--- src/rtl/ctrl_sequencer.sv ---
// Hardwired control unit for the Mini SRC datapath: fetch, then execute
// register-register / immediate ALU instructions, nop and halt.
module ctrl_sequencer #(
  parameter logic [4:0]  ALU_ADD   = 5'b00011,
  parameter logic [4:0]  ALU_SUB   = 5'b00100,
  parameter logic [4:0]  ALU_AND   = 5'b01010,
  parameter logic [4:0]  ALU_OR    = 5'b01011,
  parameter logic [4:0]  ALU_INCPC = 5'b11111,
  parameter int unsigned CNT_W     = 16
) (
  input  logic             clk,
  input  logic             clr,
  input  logic [31:0]      ir,
  input  logic             mem_ready,
  output logic             pc_out,
  output logic             mar_en,
  output logic             zlo_en,
  output logic             zlo_out,
  output logic             pc_en,
  output logic             read,
  output logic             mdr_en,
  output logic             mdr_out,
  output logic             ir_en,
  output logic             y_en,
  output logic             c_out,
  output logic [4:0]       alu_control,
  output logic [15:0]      r_out,
  output logic [15:0]      r_en,
  output logic             run,
  output logic [3:0]       state,
  output logic [CNT_W-1:0] instr_count
);

  localparam logic [4:0] OP_ADD  = 5'b00011;
  localparam logic [4:0] OP_SUB  = 5'b00100;
  localparam logic [4:0] OP_AND  = 5'b00101;
  localparam logic [4:0] OP_OR   = 5'b00110;
  localparam logic [4:0] OP_ADDI = 5'b01100;
  localparam logic [4:0] OP_ANDI = 5'b01101;
  localparam logic [4:0] OP_ORI  = 5'b01110;
  localparam logic [4:0] OP_HALT = 5'b11011;

  typedef enum logic [3:0] {
    S_RESET = 4'b0000,
    S_T0    = 4'b0111,
    S_T1    = 4'b1000,
    S_T2    = 4'b1001,
    S_T3    = 4'b1010,
    S_T4    = 4'b1011,
    S_T5    = 4'b1100,
    S_HALT  = 4'b1111
  } state_t;

  state_t           r_state;
  state_t           w_next;
  logic [CNT_W-1:0] r_cnt;
  logic             w_retire;

  logic [4:0] w_op;
  logic [3:0] w_ra;
  logic [3:0] w_rb;
  logic [3:0] w_rc;
  logic       w_is_r;
  logic       w_is_i;
  logic       w_unused_ir;

  assign w_op        = ir[31:27];
  assign w_ra        = ir[26:23];
  assign w_rb        = ir[22:19];
  assign w_rc        = ir[18:15];
  assign w_unused_ir = ^ir[14:0];
  assign w_is_r      = (w_op inside {OP_ADD, OP_SUB, OP_AND, OP_OR});
  assign w_is_i      = (w_op inside {OP_ADDI, OP_ANDI, OP_ORI});

  assign state       = r_state;
  assign instr_count = r_cnt;

  // State register
  always_ff @(posedge clk or negedge clr) begin
    if (!clr) r_state <= S_RESET;
    else      r_state <= w_next;
  end

  // Retired-instruction counter, wraps naturally
  always_ff @(posedge clk or negedge clr) begin
    if (!clr)          r_cnt <= '0;
    else if (w_retire) r_cnt <= r_cnt + CNT_W'(1);
  end

  // Next-state and Moore strobe decode
  always_comb begin
    w_next      = r_state;
    w_retire    = 1'b0;
    pc_out      = 1'b0;
    mar_en      = 1'b0;
    zlo_en      = 1'b0;
    zlo_out     = 1'b0;
    pc_en       = 1'b0;
    read        = 1'b0;
    mdr_en      = 1'b0;
    mdr_out     = 1'b0;
    ir_en       = 1'b0;
    y_en        = 1'b0;
    c_out       = 1'b0;
    alu_control = 5'b00000;
    r_out       = 16'h0000;
    r_en        = 16'h0000;
    run         = 1'b1;

    case (r_state)
      S_RESET: w_next = S_T0;
      S_T0: begin
        pc_out      = 1'b1;
        mar_en      = 1'b1;
        zlo_en      = 1'b1;
        alu_control = ALU_INCPC;
        w_next      = S_T1;
      end
      S_T1: begin
        // Stalling here just reloads PC with the same Z value
        zlo_out = 1'b1;
        pc_en   = 1'b1;
        read    = 1'b1;
        mdr_en  = 1'b1;
        if (mem_ready) w_next = S_T2;
      end
      S_T2: begin
        mdr_out = 1'b1;
        ir_en   = 1'b1;
        w_next  = S_T3;
      end
      S_T3: begin
        if (w_is_r || w_is_i) begin
          r_out  = 16'(1) << w_rb;
          y_en   = 1'b1;
          w_next = S_T4;
        end else if (w_op == OP_HALT) begin
          w_next = S_HALT;
        end else begin
          w_next   = S_T0;
          w_retire = 1'b1;
        end
      end
      S_T4: begin
        zlo_en = 1'b1;
        if (w_is_i) c_out = 1'b1;
        else        r_out = 16'(1) << w_rc;
        case (w_op)
          OP_ADD, OP_ADDI: alu_control = ALU_ADD;
          OP_SUB:          alu_control = ALU_SUB;
          OP_AND, OP_ANDI: alu_control = ALU_AND;
          OP_OR, OP_ORI:   alu_control = ALU_OR;
          default:         alu_control = 5'b00000;
        endcase
        w_next = S_T5;
      end
      S_T5: begin
        zlo_out  = 1'b1;
        r_en     = 16'(1) << w_ra;
        w_next   = S_T0;
        w_retire = 1'b1;
      end
      S_HALT: begin
        run    = 1'b0;
        w_next = S_HALT;
      end
      default: w_next = S_RESET;
    endcase
  end

endmodule
--- config.mk ---
export PLATFORM = sky130hd
export DESIGN_NAME = ctrl_sequencer
export DESIGN_NICKNAME = d
export VERILOG_FILES = /design/src/rtl/ctrl_sequencer.sv
export SDC_FILE = /design/constraint.sdc
export NUM_CORES = 1
export LEC_CHECK = 0
export CORE_ASPECT_RATIO = 1.4
export CORE_MARGIN = 2
export CORE_UTILIZATION = 39
export DETAILED_ROUTE_END_ITERATION = 10
export HOLD_SLACK_MARGIN = 0.06
export PLACE_DENSITY = 0.89
export SKIP_LAST_GASP = 1
export SYNTH_ARGS = -nofsm -noshare
export SYNTH_HDL_FRONTEND = slang
export SYNTH_SLANG_ARGS = --single-unit
export TNS_END_PERCENT = 5
--- constraint.sdc ---
create_clock -name clk -period 4.7 [get_ports clk]
set_clock_uncertainty 0.2 [all_clocks]
set_input_delay 1.41 -clock clk [delete_from_list [all_inputs] [get_ports clk]]
set_output_delay 1.41 -clock clk [all_outputs]
set_load 0.01 [all_outputs]
* Word-level counts from Yosys, hierarchy flattened
Cells that the tools add are included.
Widths: inputs -> output; s select.
** Cells by class
- Add/subtract/negate cells :: 1
- Multiply operators :: 0
- Divide/modulo/power cells :: 0
- Order comparisons :: 0
- Equal/unequal tests :: 16
- Shift operators :: 3
- Multiplexer cells :: 23
- Bitwise operators :: 0
- Reductions and logical operators :: 10
** Operator list (number)
- $mux 16 :: 3
- $shl 1x4->16 const A :: 3
- $pmux 16 s2 :: 1
- $pmux 4 s7 :: 1
- $eq 4x4->1 const B :: 6
- $add 16x1->16 const B :: 1
- $pmux 4 s4 :: 1
- $eq 5x3->1 const B :: 3
- $eq 5x4->1 const B :: 3
- $mux 1 :: 12
- $mux 4 :: 3
- $reduce_or 2->1 :: 6
- $pmux 5 s2 :: 1
- $eq 5x2->1 const B :: 1
- $eq 5x5->1 const B :: 1
- $eq 4x3->1 const B :: 1
- $logic_not 4->1 :: 1
- $reduce_bool 4->1 :: 1
- $reduce_bool 3->1 :: 1
- $ne 2x2->1 const B :: 1
- $pmux 1 s2 :: 1
- $logic_or 1x1->1 :: 1
** Word-level totals
- Flip-flop bits (word level) :: 20
- Bits in latches :: 0
- Bits in writable memories :: 0
- Memory bits (read-only) :: 0
- Bits of input ports :: 35
- Output and inout bits :: 69
- Word-level logic and storage cells :: 55
- Memories :: 0

* Longest topological paths before layout
Gate-level depths: netlist of run 1.
- Depth after elaboration :: 5
- Depth in mapped cells :: 7
- Mapped depth without buffers :: 5

* Worst setup path after synthesis of run 1
Ideal clock, no wire load.
- Path kind :: input-to-output
- Start :: input port ir[29]
- End :: output port r_out[1]
- Data arrival time :: 2626 ps
- Required time :: 3090 ps
- Setup slack :: 464 ps
- Stages on the path :: 6
- Cells stage by stage :: buf_2 nor4bb_1 o21ai_1 nor3_1 nand2b_1 o21ai_1
** On the way
- Cells in the longest elaborated chain, start to end :: 5
- Elaborated cells on any way between the ends :: 13
** Ends and longest elaborated chain
- from (decl) :: line 13 : input logic [31:0] ir,
- $eq 5x2->1, or another cell as far along :: line 72 : assign w_is_r = (w_op inside {OP_ADD, OP_SUB, OP_AND, OP_OR});
- $reduce_bool 4->1 or $reduce_bool 3->1 (tied branches) :: line 72, 73
- $logic_or 1x1->1 :: line 133 : if (w_is_r || w_is_i) begin
- $mux 16 :: line 133
- $pmux 16 s2 * :: line 110 : case (r_state)
- to (decl) :: line 27 : output logic [15:0] r_out,
Every way passes the cells marked *; elsewhere a longest branch is shown, timed or not.

* Worst setup path after layout of run 1
- Start :: input port ir[27]
- End :: output port alu_control[1]
** On the way
- Cells in the longest elaborated chain, start to end :: 4
- Elaborated cells on any way between the ends :: 12
** Ends and longest elaborated chain
- $eq 5x3->1, or another cell as far along :: line 148 : case (w_op)
- $reduce_or 2->1 :: line 148
- $pmux 4 s4 * :: line 148
- $pmux 5 s2 * :: line 110
- to (decl) :: line 26 : output logic [4:0] alu_control,
Marks and branches as above.

==> impl_metrics.csv, run 1 <==
group,metric,value,unit
outcome,status,"complete, but fails checks",
outcome,violations,"negative setup slack",
global_routing,grt_max_degree,21,
placement,io_buffer_count,88,
timing,fin_crit_sh,1.02,
global_routing,grt-ovfl-total,0,
worst_hold_path,hp-start,"instr_count[15]$_DFFE_PN0P_",
floorplan,dieArea,4640,um2
global_routing,antenna_found_initial,0,
setup_path,crit_buf_inv,3,
timing,rsz0062_at_grt,"yes",
layout,nets,352,
detailed_routing,drc,0,
floorplan,initial_core_util,0.405,
global_routing,grt_pass1_wl,7.85,mm
detailed_routing,drtIter0Drc,109,
timing,hold_slack,271,ps
logic_synthesis,synth_cell_types,40,
logic_synthesis,synth_cells,217,
setup_path,required,3090,ps
detailed_routing,num_vias,1917,
layout,num_antenna_cells,0,
logic_synthesis,synth.avg_cell_area,7.38,um2
setup_path,start_kind,"primary input",
worst_hold_path,hold_depth,1,
logic_synthesis,ys_seq_area_frac,0.313,
floorplan,die_w,58.2,um
setup_path,reg2reg_depth,5,
setup_path,reg2reg_from,"state[2]$_DFFE_PN0P_",
detailed_routing,drt-total-wl,4.92,mm
global_routing,grt_util_all_layers,0.211,
clock_network,cts_made_buffers,3,
power_and_ir_drop,p_per_area,290,nW/um2
clock_network,cts.path.max_buffers,2,
floorplan,die_h,79.8,um
timing,tightest_slew,882,ps
setup_path,setup.worst_path.start,"ir[27]",
clock_network,cts.sinks,20,
flow_run,drv_cap,0,
setup_path,cpMostUsedCell,"clkdlybuf4s50_1",
clock_network,cts_max_level,1,
detailed_routing,viasPerCell,5.37,
layout,area_growth,65.0,%
layout,layout_commonest_cell,"clkdlybuf4s50_1",
setup_path,cp_cell_sequence,"clkdlybuf4s50_1 -> buf_4 -> mux2_2 -> nand2_1 -> o21ai_0 -> a21o_1 -> clkdlybuf4s50_1",
setup_path,path_class,"in -> out",
detailed_routing,routedWlPerCell,13.8,um
timing,period_needed,4790,ps
global_routing,first_global_vias,1850,
layout,final_cell_area,2640,um2
logic_synthesis,ys_dominant_reg_cell,"dfrtp_1",
clock_network,clock_latency,250,ps
logic_synthesis,synth_nets,253,
layout,final_layout_size_suffix_gt1_frac,0.134,
timing,slew_headroom,0.410,
timing,setup_viol,14,
setup_path,reg2reg_to,"instr_count[7]$_DFFE_PN0P_",
setup_path,regToRegSetupSlack,2370,ps
power_and_ir_drop,power.leakage,0.00110,uW
logic_synthesis,ys_seq_elements,20,
setup_path,cp_top_family,"buffers and inverters",
timing,worst_slack,-86.4,ps
timing,fmax,0.209,GHz
setup_path,cpMaxStageDelayCell,"clkdlybuf4s50_1",
worst_hold_path,holdCritPathClass,"reg -> reg",
layout,mostFrequentLayoutCells,"clkdlybuf4s50_1 (67), nand2_1 (35), nor2_1 (29)",
floorplan,io_pins,104,
worst_hold_path,min_to,"instr_count[15]$_DFFE_PN0P_",
power_and_ir_drop,ir_drop,0.000350,V
detailed_routing,ant_nets,0,
setup_path,worst_path_largest_cell_delay,490,ps
logic_synthesis,synthArstFlopShare,1.00,
placement,gp_routability_congestion,0.907,
clock_network,cts-root-buf,"clkbuf_8",
detailed_routing,first_pass_iters,4,
floorplan,core-area,3950,um2
setup_path,crit_path_end_kind,"primary output",
layout,final_util,0.669,
floorplan,num_rows,27,
logic_synthesis,synth_area,1600,um2
placement,dpl_cell_area,2580,um2
setup_path,crit_arrival,3180,ps
logic_synthesis,yosys_warnings,0,
timing,hold_viol_final,0,
placement,hpwl,3.86,mm
timing,slew_viol_final,0,
logic_synthesis,synth_edf_count,0,
clock_network,clk_pin_slew,70,ps
clock_network,cts_tree,"yes",
setup_path,cp_max_fo,6,
-- metrics by stage --
step | total power (uW) | TNS [ps] | setup WS [ps] | instances
after CTS | 773 | -1560 | -123 | 357
final | 766 | -474 | -86.4 | 357
after floorplan | 486 | 0 | 464 | 217
after global routing | 825 | -2370 | -176 | 357
after detailed placement | 664 | -8350 | -541 | 351
after global placement | 653 | -8200 | -515 | 351
-- worst max-delay path by stage --
| stage | endpoint | cells after the start |
|---|---|---|
| 2_1_floorplan | r_out[1] | 6 |
| 3_3_place_gp | r_out[10] | 8 |
| 3_5_place_dp | r_out[13] | 8 |
| 4_1_cts | r_out[11] | 8 |
| 5_1_grt | r_out[11] | 9 |
| 6_report | alu_control[1] | 7 |
-- what timing repair did --
item,in CTS,in global routing
buffers inserted,3,0
endpoints found under the setup margin,19,19
gates resized for setup,43,17
pin swaps,4,4
hold buffers,0,0
cloned,0,0
-- report_power, final --
group          internal, uW  switching, uW  total (uW)
Sequential              207           75.9         282
Combinational           206            173         379
Clock                  56.8           48.3         105
Total                   469            297         766
-- cell usage after synthesis, drive strengths merged, types with 4 or more instances --
master  count  area [um2]
nand2      36         135
nor2       29         109
o21ai      22         110
dfrtp      20         500
nor3       17        85.1
nand3      11        55.1
nand2b      9        56.3
xnor2       9        78.8
buf         8        50.1
xor2        8        70.1
nand4       6        37.5
inv         5        18.8
nor2b       4        25.0
-- flip-flops by register name, summed over array words and instances (netlist names) --
register	flops
instr_count	16
state	4
-- kinds of logic after synthesis --
family,after synthesis,synth area share
adders and majority gates,1,0.00781
AOI/OAI and AO/OA,35,0.137
muxes,1,0.00703
xor gates and xnor gates,17,0.0930
DFF,20,0.313
buffers and inverters,16,0.0500
and+or+nand+nor,127,0.392
-- routing by layer --
| layer | GRT usage | share of wire | routed length, um | up-vias |
|---|---|---|---|---|
| met5 | 0 | 0 | 0 | - |
| met1 | 0.216 | 0.39 | 1920 | 894 |
| met3 | 0.0340 | 0.054 | 266 | 6 |
| li1 | - | - | - | 949 |
| met2 | 0.430 | 0.55 | 2690 | 68 |
| met4 | 0.0465 | 0.0094 | 46 | 0 |
-- layout make-up --
class	instances	area, um2
fillers	320	1310
inverters	5	18.8
multi-input cells	181	1060
flip-flops and latches	20	500
repair buffers	105	963
well taps	43	53.8
clock buffers	3	41.3
(Power assumes the default switching activity.)
==> inputs of run 2 (changes only) <==
--- a/config.mk
+++ b/config.mk
@@ -5,7 +5,6 @@
 export SDC_FILE = /design/constraint.sdc
 export NUM_CORES = 1
 export LEC_CHECK = 0
-export CORE_ASPECT_RATIO = 1.4
 export CORE_MARGIN = 2
 export CORE_UTILIZATION = 39
 export DETAILED_ROUTE_END_ITERATION = 10
==> run 2 against run 1 <==
Against the previous run:
- the run now ends clean
- final cell count increased by 1.7%
- register-to-register slack got worse by 30 ps
- flip-flop and latch count unchanged
- routed wire length decreased by 3.2%
- power increased by 8.8%
- sequential share of layout area increased by 0.17 points
- first-iteration DRC count decreased by 25%
- clock power increased by 66%
- via count decreased by 0.47%
==> impl_metrics.csv, run 2 (synthesized netlist as in run 1, its figures left out) <==
group,metric,value,unit
outcome,status,"complete, no violations",
detailed_routing,drc,0,
setup_path,cpMaxStageDelayCell,"clkdlybuf4s50_1",
setup_path,cp_top_family,"buffers and inverters",
layout,final_util,0.659,
placement,placed_cells,359,
setup_path,setup.worst_path.start,"ir[26]",
global_routing,grt-ovfl-total,0,
timing,setup_viol,0,
worst_hold_path,hp-start,"instr_count[15]$_DFFE_PN0P_",
clock_network,cts.path.max_buffers,2,
floorplan,dieArea,4630,um2
floorplan,core-area,3970,um2
detailed_routing,num_vias,1908,
layout,final_cell_area,2620,um2
floorplan,initial_core_util,0.403,
clock_network,cts-root-buf,"clkbuf_8",
timing,fin_crit_sh,0.995,
setup_path,start_kind,"primary input",
layout,largest_reg_flops,16,
timing,period_needed,4680,ps
timing,rsz0062_at_grt,"yes",
layout,num_antenna_cells,0,
setup_path,cp_max_fo,4,
global_routing,antenna_found_initial,0,
clock_network,cts_tree,"yes",
floorplan,num_rows,23,
setup_path,crit_arrival,3070,ps
clock_network,cts-hold-fix-buffers,0,
detailed_routing,first_pass_iters,4,
detailed_routing,routedWlPerCell,13.1,um
detailed_routing,viasPerCell,5.26,
layout,area_growth,63.5,%
global_routing,grt_util_all_layers,0.208,
global_routing,grt_max_degree,21,
timing,worst_slack,22.4,ps
worst_hold_path,holdCritPathClass,"reg -> reg",
clock_network,cts.sinks,20,
setup_path,worst_path_largest_cell_delay,560,ps
placement,dpl_cell_area,2600,um2
clock_network,clock_latency,270,ps
layout,nets,350,
floorplan,io_pins,104,
setup_path,path_class,"in -> out",
timing,slew_headroom,0.439,
timing,slew_viol_final,0,
timing,hold_viol_final,0,
layout,final_layout_size_suffix_gt1_frac,0.141,
timing,setup_tns,0,ps
power_and_ir_drop,power.leakage,0.00107,uW
setup_path,cpMostUsedCell,"clkdlybuf4s50_1",
global_routing,first_global_vias,1784,
timing,fmax,0.214,GHz
layout,final-instance-count-excl-fill,363,
setup_path,crit_buf_inv,2,
global_routing,grt_pass1_wl,7.42,mm
placement,dp_slack,-582,ps
detailed_routing,drt-total-wl,4.76,mm
clock_network,cts_made_buffers,3,
clock_network,postCtsSetupRepairBufs,0,
floorplan,die_h,68.1,um
layout,layout_commonest_cell,"clkdlybuf4s50_1",
setup_path,cp_cell_sequence,"clkdlybuf4s50_1 -> or3_1 -> nor3_1 -> clkdlybuf4s50_1",
placement,gp_routability_congestion,0.800,
detailed_routing,ant_nets,0,
power_and_ir_drop,p_per_area,318,nW/um2
placement,hpwl,3.77,mm
floorplan,die_w,68.1,um
flow_run,drv_cap,0,
setup_path,reg2reg_from,"state[2]$_DFFE_PN0P_",
detailed_routing,drtIter0Drc,82,
setup_path,required,3090,ps
power_and_ir_drop,ir_drop,0.000344,V
layout,mostFrequentLayoutCells,"clkdlybuf4s50_1 (68), nand2_1 (36), nor2_1 (29)",
placement,io_buffer_count,88,
clock_network,cts_max_level,1,
timing,tightest_slew,839,ps
clock_network,clk_pin_slew,80,ps
setup_path,crit_path_end_kind,"primary output",
-- run 2: layout make-up --
type / count / area (um2)
multi-input cells: 181 / 1050
repair buffers: 103 / 912
clock buffers: 3 / 41.3
clock inverters: 1 / 30.0
flip-flops and latches: 20 / 500
fillers: 346 / 1350
inverters: 5 / 18.8
well taps: 50 / 62.6
-- run 2: worst paths after layout --
path                                               endpoint  slack, ps  cells after the start
worst min register to register  instr_count[15]$_DFFE_PN0P_        280                      1
max in group asynchronous        instr_count[3]$_DFFE_PN0P_       2360                      1
min in group asynchronous       instr_count[11]$_DFFE_PN0P_       1420                      1
worst max register to register  instr_count[13]$_DFFE_PN0P_       2340                      5
worst min-delay path            instr_count[15]$_DFFE_PN0P_        280                      1
worst max-delay path                                r_en[0]         20                      4
-- run 2: what timing repair did --
action | CTS | global route
resized for setup | 27 | 31
gates cloned | 0 | 0
endpoints found under the setup margin | 19 | 20
pin swaps | 0 | 1
hold endpoints to repair | 0 | 0
-- run 2: layer usage --
metal,share of wire,up-vias,GRT usage
met5,0,-,0
met4,0.031,0,0.105
met3,0.076,15,0.0510
met2,0.48,78,0.357
met1,0.41,876,0.238
li1,-,939,-
-- run 2: worst reg2reg max path, stage by stage, from the launching register on --
cell and delay [ps]:
dfrtp_1 550, nand2b_1 250, nand2b_1 270, o31ai_2 600, nand4_1 210, xnor2_1 170
-- run 2: metrics by stage --
step	hold slack [ps]	total power [uW]
after floorplan	308	486
after global placement	269	653
after detailed placement	275	662
after CTS	285	838
after global routing	306	889
final	278	833
-- run 2: power by group --
group / internal, uW / switching [uW]
logic: 204 / 172
clock network: 114 / 60.4
registers: 206 / 76.5
total: 525 / 309
==> inputs of run 3 (changes only) <==
--- a/config.mk
+++ b/config.mk
@@ -7,6 +7,7 @@
 export LEC_CHECK = 0
 export CORE_MARGIN = 2
 export CORE_UTILIZATION = 39
+export CTS_CLUSTER_SIZE = 12
 export DETAILED_ROUTE_END_ITERATION = 10
 export HOLD_SLACK_MARGIN = 0.06
 export PLACE_DENSITY = 0.89
==> results of run 3 <==
The final DEF is identical to that of run 2; final timing and power are the same.
